<file path="src/rtl/perip_bus_arb.sv">
// Two-requester round-robin arbiter sharing one registered peripheral register port.
// The winning command is registered onto the port; read data is routed back by a tag pipeline.
module perip_bus_arb #(
    parameter int unsigned ADDR_W = 32,
    parameter int unsigned DATA_W = 32
) (
    input  logic              clk,
    input  logic              rst_n,
    input  logic              m0_req_i,
    input  logic              m0_we_i,
    input  logic [ADDR_W-1:0] m0_addr_i,
    input  logic [DATA_W-1:0] m0_wdata_i,
    output logic              m0_gnt_o,
    output logic              m0_rvalid_o,
    output logic [DATA_W-1:0] m0_rdata_o,
    input  logic              m1_req_i,
    input  logic              m1_we_i,
    input  logic [ADDR_W-1:0] m1_addr_i,
    input  logic [DATA_W-1:0] m1_wdata_i,
    output logic              m1_gnt_o,
    output logic              m1_rvalid_o,
    output logic [DATA_W-1:0] m1_rdata_o,
    output logic [ADDR_W-1:0] s_r_addr_o,
    output logic [ADDR_W-1:0] s_w_addr_o,
    output logic [DATA_W-1:0] s_data_o,
    output logic              s_r_enable_o,
    output logic              s_w_enable_o,
    input  logic [DATA_W-1:0] s_data_i
);

    logic              last;
    logic              gnt0;
    logic              gnt1;
    logic              any_gnt;
    logic              sel_we;
    logic [ADDR_W-1:0] sel_addr;
    logic [DATA_W-1:0] sel_wdata;
    logic              rd_tag_v;
    logic              rd_tag_id;
    logic              rvalid0;
    logic              rvalid1;

    // Contention goes to the requester that was not granted most recently.
    always_comb begin
        gnt0      = m0_req_i & (~m1_req_i | last);
        gnt1      = m1_req_i & (~m0_req_i | ~last);
        any_gnt   = gnt0 | gnt1;
        sel_we    = gnt1 ? m1_we_i    : m0_we_i;
        sel_addr  = gnt1 ? m1_addr_i  : m0_addr_i;
        sel_wdata = gnt1 ? m1_wdata_i : m0_wdata_i;
    end

    always_ff @(posedge clk) begin
        if (!rst_n) begin
            last         <= 1'b1;
            s_r_addr_o   <= '0;
            s_w_addr_o   <= '0;
            s_data_o     <= '0;
            s_r_enable_o <= 1'b0;
            s_w_enable_o <= 1'b0;
            rd_tag_v     <= 1'b0;
            rd_tag_id    <= 1'b0;
            rvalid0      <= 1'b0;
            rvalid1      <= 1'b0;
        end else begin
            s_r_enable_o <= 1'b0;
            s_w_enable_o <= 1'b0;
            rd_tag_v     <= 1'b0;
            if (any_gnt) begin
                last      <= gnt1;
                rd_tag_v  <= ~sel_we;
                rd_tag_id <= gnt1;
                if (sel_we) begin
                    s_w_addr_o   <= sel_addr;
                    s_data_o     <= sel_wdata;
                    s_w_enable_o <= 1'b1;
                end else begin
                    s_r_addr_o   <= sel_addr;
                    s_r_enable_o <= 1'b1;
                end
            end
            // Tag moves alongside the read strobe; rvalid lines up with s_data_i.
            rvalid0 <= rd_tag_v & ~rd_tag_id;
            rvalid1 <= rd_tag_v & rd_tag_id;
        end
    end

    assign m0_gnt_o    = gnt0;
    assign m1_gnt_o    = gnt1;
    assign m0_rvalid_o = rvalid0;
    assign m1_rvalid_o = rvalid1;
    assign m0_rdata_o  = rvalid0 ? s_data_i : '0;
    assign m1_rdata_o  = rvalid1 ? s_data_i : '0;

endmodule

</file>
<file path="config.mk">
export PLATFORM = sky130hd
export DESIGN_NAME = perip_bus_arb
export DESIGN_NICKNAME = d
export VERILOG_FILES = /design/src/rtl/perip_bus_arb.sv
export SDC_FILE = /design/constraint.sdc
export NUM_CORES = 1
export LEC_CHECK = 0
export CORE_ASPECT_RATIO = 0.8
export CORE_UTILIZATION = 33
export CTS_CLUSTER_SIZE = 24
export DETAILED_ROUTE_END_ITERATION = 6
export PLACE_DENSITY = 0.84
export SYNTH_ARGS = -nofsm -noshare
export SYNTH_HDL_FRONTEND = slang
export SYNTH_SLANG_ARGS = --single-unit
export TNS_END_PERCENT = 30
</file>
<file path="constraint.sdc">
create_clock -name clk -period 1.27 [get_ports clk]
set_input_delay 0.1905 -clock clk [delete_from_list [all_inputs] [get_ports clk]]
set_output_delay 0.1905 -clock clk [all_outputs]
set_load 0.02 [all_outputs]
</file>
# After elaboration in Yosys (flattened, before gate mapping)
# Cells that the tools add are included.
# totals
word_cells	32
reg_bits	103
# classes
n_reduce_logical	3
muxes	7
bitwise_logic	12
# op_table
op	n
2-to-1 mux 32 bit	4
AND reduction 2 bit	3
NOT 1 bit	5
bitwise AND 1 bit	4
2-to-1 mux 1 bit	3
bitwise OR 1 bit	3

# Logic depth before layout (Yosys ltp)
# logic_depth
word_depth	6
depth_mapped	6
mapped_depth_nobuf	4

# Worst setup path after synthesis
# OpenSTA, ideal clock, no wires.
# synth_timing
path_type	register to register
startpoint	reg last
endpoint	reg rd_tag_id
path_stages_with_launch	7
path_buffers	3
setup_slack_ns	-0.128
arrival_time_ns	1.274
period_less_slack_ns	1.398
path_cell_list	dfxtp_1 -> nand2b_1 -> buf_2 -> buf_2 -> buf_2 -> and2_1 -> nor2_1
# synth_lines
element	line	rtl
start: declaration	31	logic last;
start signal: assignment	70	last <= gnt1;
bitwise OR 1 bit	45	gnt0 = m0_req_i & (~m1_req_i | last);
bitwise AND 1 bit	45	
named net m0_gnt_o	13	output logic m0_gnt_o,
bitwise OR 1 bit	47	any_gnt = gnt0 | gnt1;
end signal: assignment	72	rd_tag_id <= gnt1;
end: declaration	39	logic rd_tag_id;
# The timed path passes the listed nets, and every way through them passes these cells.
# A chain may end at the register's enable or synchronous reset.

# Worst setup path after layout
# layout_timing
startpoint	in m0_req_i
endpoint	reg s_r_addr_o[6]
# layout_via
elab_chain_len	6
# layout_lines
element	line	rtl
start: declaration	9	input logic m0_req_i,
NOT 1 bit	46	gnt1 = m1_req_i & (~m0_req_i | ~last);
bitwise OR 1 bit	46	
bitwise AND 1 bit	46	
2-to-1 mux 1 bit	48	sel_we = gnt1 ? m1_we_i : m0_we_i;
NOT 1 bit (no line)	-	
AND reduction 2 bit (no line)	-	
end signal: assignment	78	s_r_addr_o <= sel_addr;
end: declaration	23	output logic [ADDR_W-1:0] s_r_addr_o,
# Parallel ways exist; a longest one is shown, timed or not.

==> run summary <==
Metal2 WL: 12200 µm
Yosys cell types: 24
Drt via density: 5.67
Warnings, synthesis: 0
Lkg Pwr: 4.25 nW
Clock Tree Buf Depth: 2
Pre-antenna DRT Iters: 5
Layout area overhead: 106%
H-tree depth: 3
Rel. slew slack: 76.2%
RSZ-0062 raised after global routing: yes
Input/output buffers: 331
Vias in the first global route: 5915
RePlAce Congestion: 0.778
DR iter-0 viols: 494
ANT nets after route: 0
Fin area: 10500 µm²
Nature of the critical path endpoint: flip-flop
Root Buffer Master: clkbuf_16
Syn Inst Count: 552
Psw: 0.00327 W
Nets: 1051
Global-route wire length before repair: 32400 µm
Tcrit/Tclk final: 118%
CTS Hold Bufs: 0
Die ar.: 16000 µm²
Tightest Pin Transition: 0.347 ns
Status: finished with violations
Initial Util: 33.8%
Crit Path Max Fanout: 8
Largest net degree at the start of global routing: 43
F_max: 0.670 GHz
CP required: 1.53 ns
DRC errors left: 0
Layout cells sized above 1: 40.8%
Hold Vio Cnt, Final: 0
Final worst slack: -0.223 ns
Total core area: 15100 µm²
Syn nets: 718
Clock power share: 27.4%
WP data arrival: 1.75 ns
Uppermost layer routed: met4
CTS buffer count: 9
Worst-Skew Late Latency: 0.36 ns
Crit start category: primary input
Die height: 113 µm
Die X: 141 µm
Dpl cell area: 9030 µm²
DRT met1 WL: 8930 µm
Mapped cell area: 5100 µm²
Detailed-route wire length per cell: 21.6 µm
Maxcap violations: 0
Cell Int Power: 0.00673 W
Clock sinks: 102
Vias: 6253
Sequential share of power: 37.0%
Mapped Avg Cell Area: 9.24 µm²
Max-slew violations: 0
Top Ports: 332
Grt total ovfl: 0
FF+latch count, synth: 102
Comb pwr share: 35.5%
Initial antenna violation count: 3
HP Class: primary input to flip-flop
CTS tree: done
Row count: 40
Sw Share: 32.7%
Post-Route Skew: 0.00609 ns
Total Power: 0.0100 W
Clock period minus worst slack: 1.49 ns
CTS clk-pin slew, worst paths: 0.07 ns
Final wirelength: 23800 µm
Sequential share of the synthesized area: 40.0%
Top Registers: s_data_o x32, s_r_addr_o x32, s_w_addr_o x32
Critical path type: primary input to flip-flop
Failing checks: negative setup slack
Endpoints failing setup: 164
PwrDens: 954 nW/µm²
Met3 wire length: 1720 µm
VDD IR max: 0.651 mV
Total track usage: 26.2%
Final HPWL from detailed placement: 14900 µm
cell families (layout without fill, tap and decap cells):
group,after synthesis,count (layout),synth area share (%)
buffers and inverters,82,420,7.75
other,0,3,0
muxes,32,32,6.28
DFF,102,102,40.0
AOI/OAI and AO/OA,196,196,32.0
and+or+nand+nor,140,140,13.9
per-stage QoR:
step / cells / TNS (ns) / hold WS, ns / utilization (%) / setup slack [ns]
2_1_floorplan: 552 / -1.72 / 0.262 / - / -0.0461
3_3_place_gp: 1063 / -72.69 / 0.427 / 59.9 / -0.572
3_5_place_dp: 1063 / -72.99 / 0.433 / 59.9 / -0.604
4_1_cts: 1088 / -19.65 / 0.373 / 63.0 / -0.234
5_1_grt: 1103 / -29.79 / 0.403 / 69.6 / -0.263
6_report: 1103 / -23.33 / 0.377 / 69.6 / -0.223
area by class of cell:
class	count	area (µm²)
Multi-Input combinational cell	368	3540
Fill cell	1093	4580
Timing Repair Buffer	401	4310
Tap cell	210	263
Sequential cell	102	2050
Clock buffer	11	253
Clock inverter	5	41.3
Inverter	3	16.3
Antenna cell	3	7.51
cell usage after synthesis:
library cell / number / share of area [%]
a211oi_1: 64 / 9.4
a21bo_2: 1 / 0.20
a221oi_1: 96 / 16
a22o_1: 2 / 0.34
a311oi_1: 32 / 5.5
and2_1: 68 / 8.3
and3_1: 1 / 0.12
buf_1: 4 / 0.29
buf_2: 15 / 1.5
buf_4: 8 / 1.2
buf_6: 5 / 1.1
clkbuf_1: 46 / 3.4
clkbuf_2: 1 / 0.098
clkinv_1: 1 / 0.074
dfxtp_1: 102 / 40
inv_1: 1 / 0.074
inv_2: 1 / 0.074
mux2i_1: 32 / 6.3
nand2_1: 65 / 4.8
nand2b_1: 2 / 0.25
nand3_1: 1 / 0.098
nor2_1: 2 / 0.15
nor2b_1: 1 / 0.12
o21ai_0: 1 / 0.098
routing by layer:
metal / up-vias / global-route usage [%]
met1: 3027 / 29.2
met2: 321 / 47.0
met5: - / 0
met3: 60 / 6.69
met4: 0 / 11.7
li1: 2845 / -
critical path, cell delays in order:
cell             delay (ns)
clkdlybuf4s50_1        0.50
a21bo_4                0.19
inv_6                  0.06
buf_6                  0.13
a22o_4                 0.28
clkbuf_16              0.18
a211oi_1               0.21
what timing repair did:
item                       in CTS  in global routing
setup buffers                   5                  3
resized for setup             509                258
pin swaps                      22                 26
cloned                          4                  9
setup endpoints to repair     263                199
placed cells by master (no fill, tap or decap), types with 2 or more instances in the layout:
master	Yosys	final
buf_8	0	3
inv_6	0	2
buf_4	8	21
buf_12	0	21
nand2_2	0	3
mux2i_2	0	14
a221oi_1	96	53
a311oi_2	0	23
nand2_1	65	62
clkbuf_2	1	18
buf_6	5	83
mux2i_1	32	18
diode_2	0	3
and2_1	68	5
clkdlybuf4s15_1	0	27
clkdlybuf4s50_1	0	163
a221oi_4	0	4
dlygate4sd2_1	0	52
a211oi_2	0	31
a211oi_1	64	32
buf_16	0	4
and2_4	0	63
nor2_1	2	2
a311oi_1	32	9
a221oi_2	0	39
clkbuf_16	0	16
clkbuf_8	0	2
dfxtp_4	0	2
dfxtp_1	102	99
a22o_4	0	2
worst paths after layout:
check / start / endpoint / slack [ns] / depth (start not counted)
max: m0_req_i / s_r_addr_o[6]$_SDFFE_PN0P_ / -0.22 / 7
min: m1_req_i / rd_tag_id$_SDFFE_PN0P_ / 0.38 / 4
max reg2reg: last$_SDFFE_PN1P_ / s_r_addr_o[6]$_SDFFE_PN0P_ / -0.21 / 6
min reg2reg: s_r_enable_o$_SDFF_PN0_ / m0_rvalid_o$_SDFF_PN0_ / 0.43 / 2
power by group through the flow:
stage	Clock, W	Sequential, W	Combinational [W]
3_3_place_gp	0	0.00374	0.00309
2_1_floorplan	0	0.00409	0.00114
6_report	0.00274	0.00370	0.00355
5_1_grt	0.00292	0.00373	0.00373
4_1_cts	0.00278	0.00368	0.00307
3_5_place_dp	0	0.00375	0.00312
Note: power is estimated with default switching activity, not from simulation.
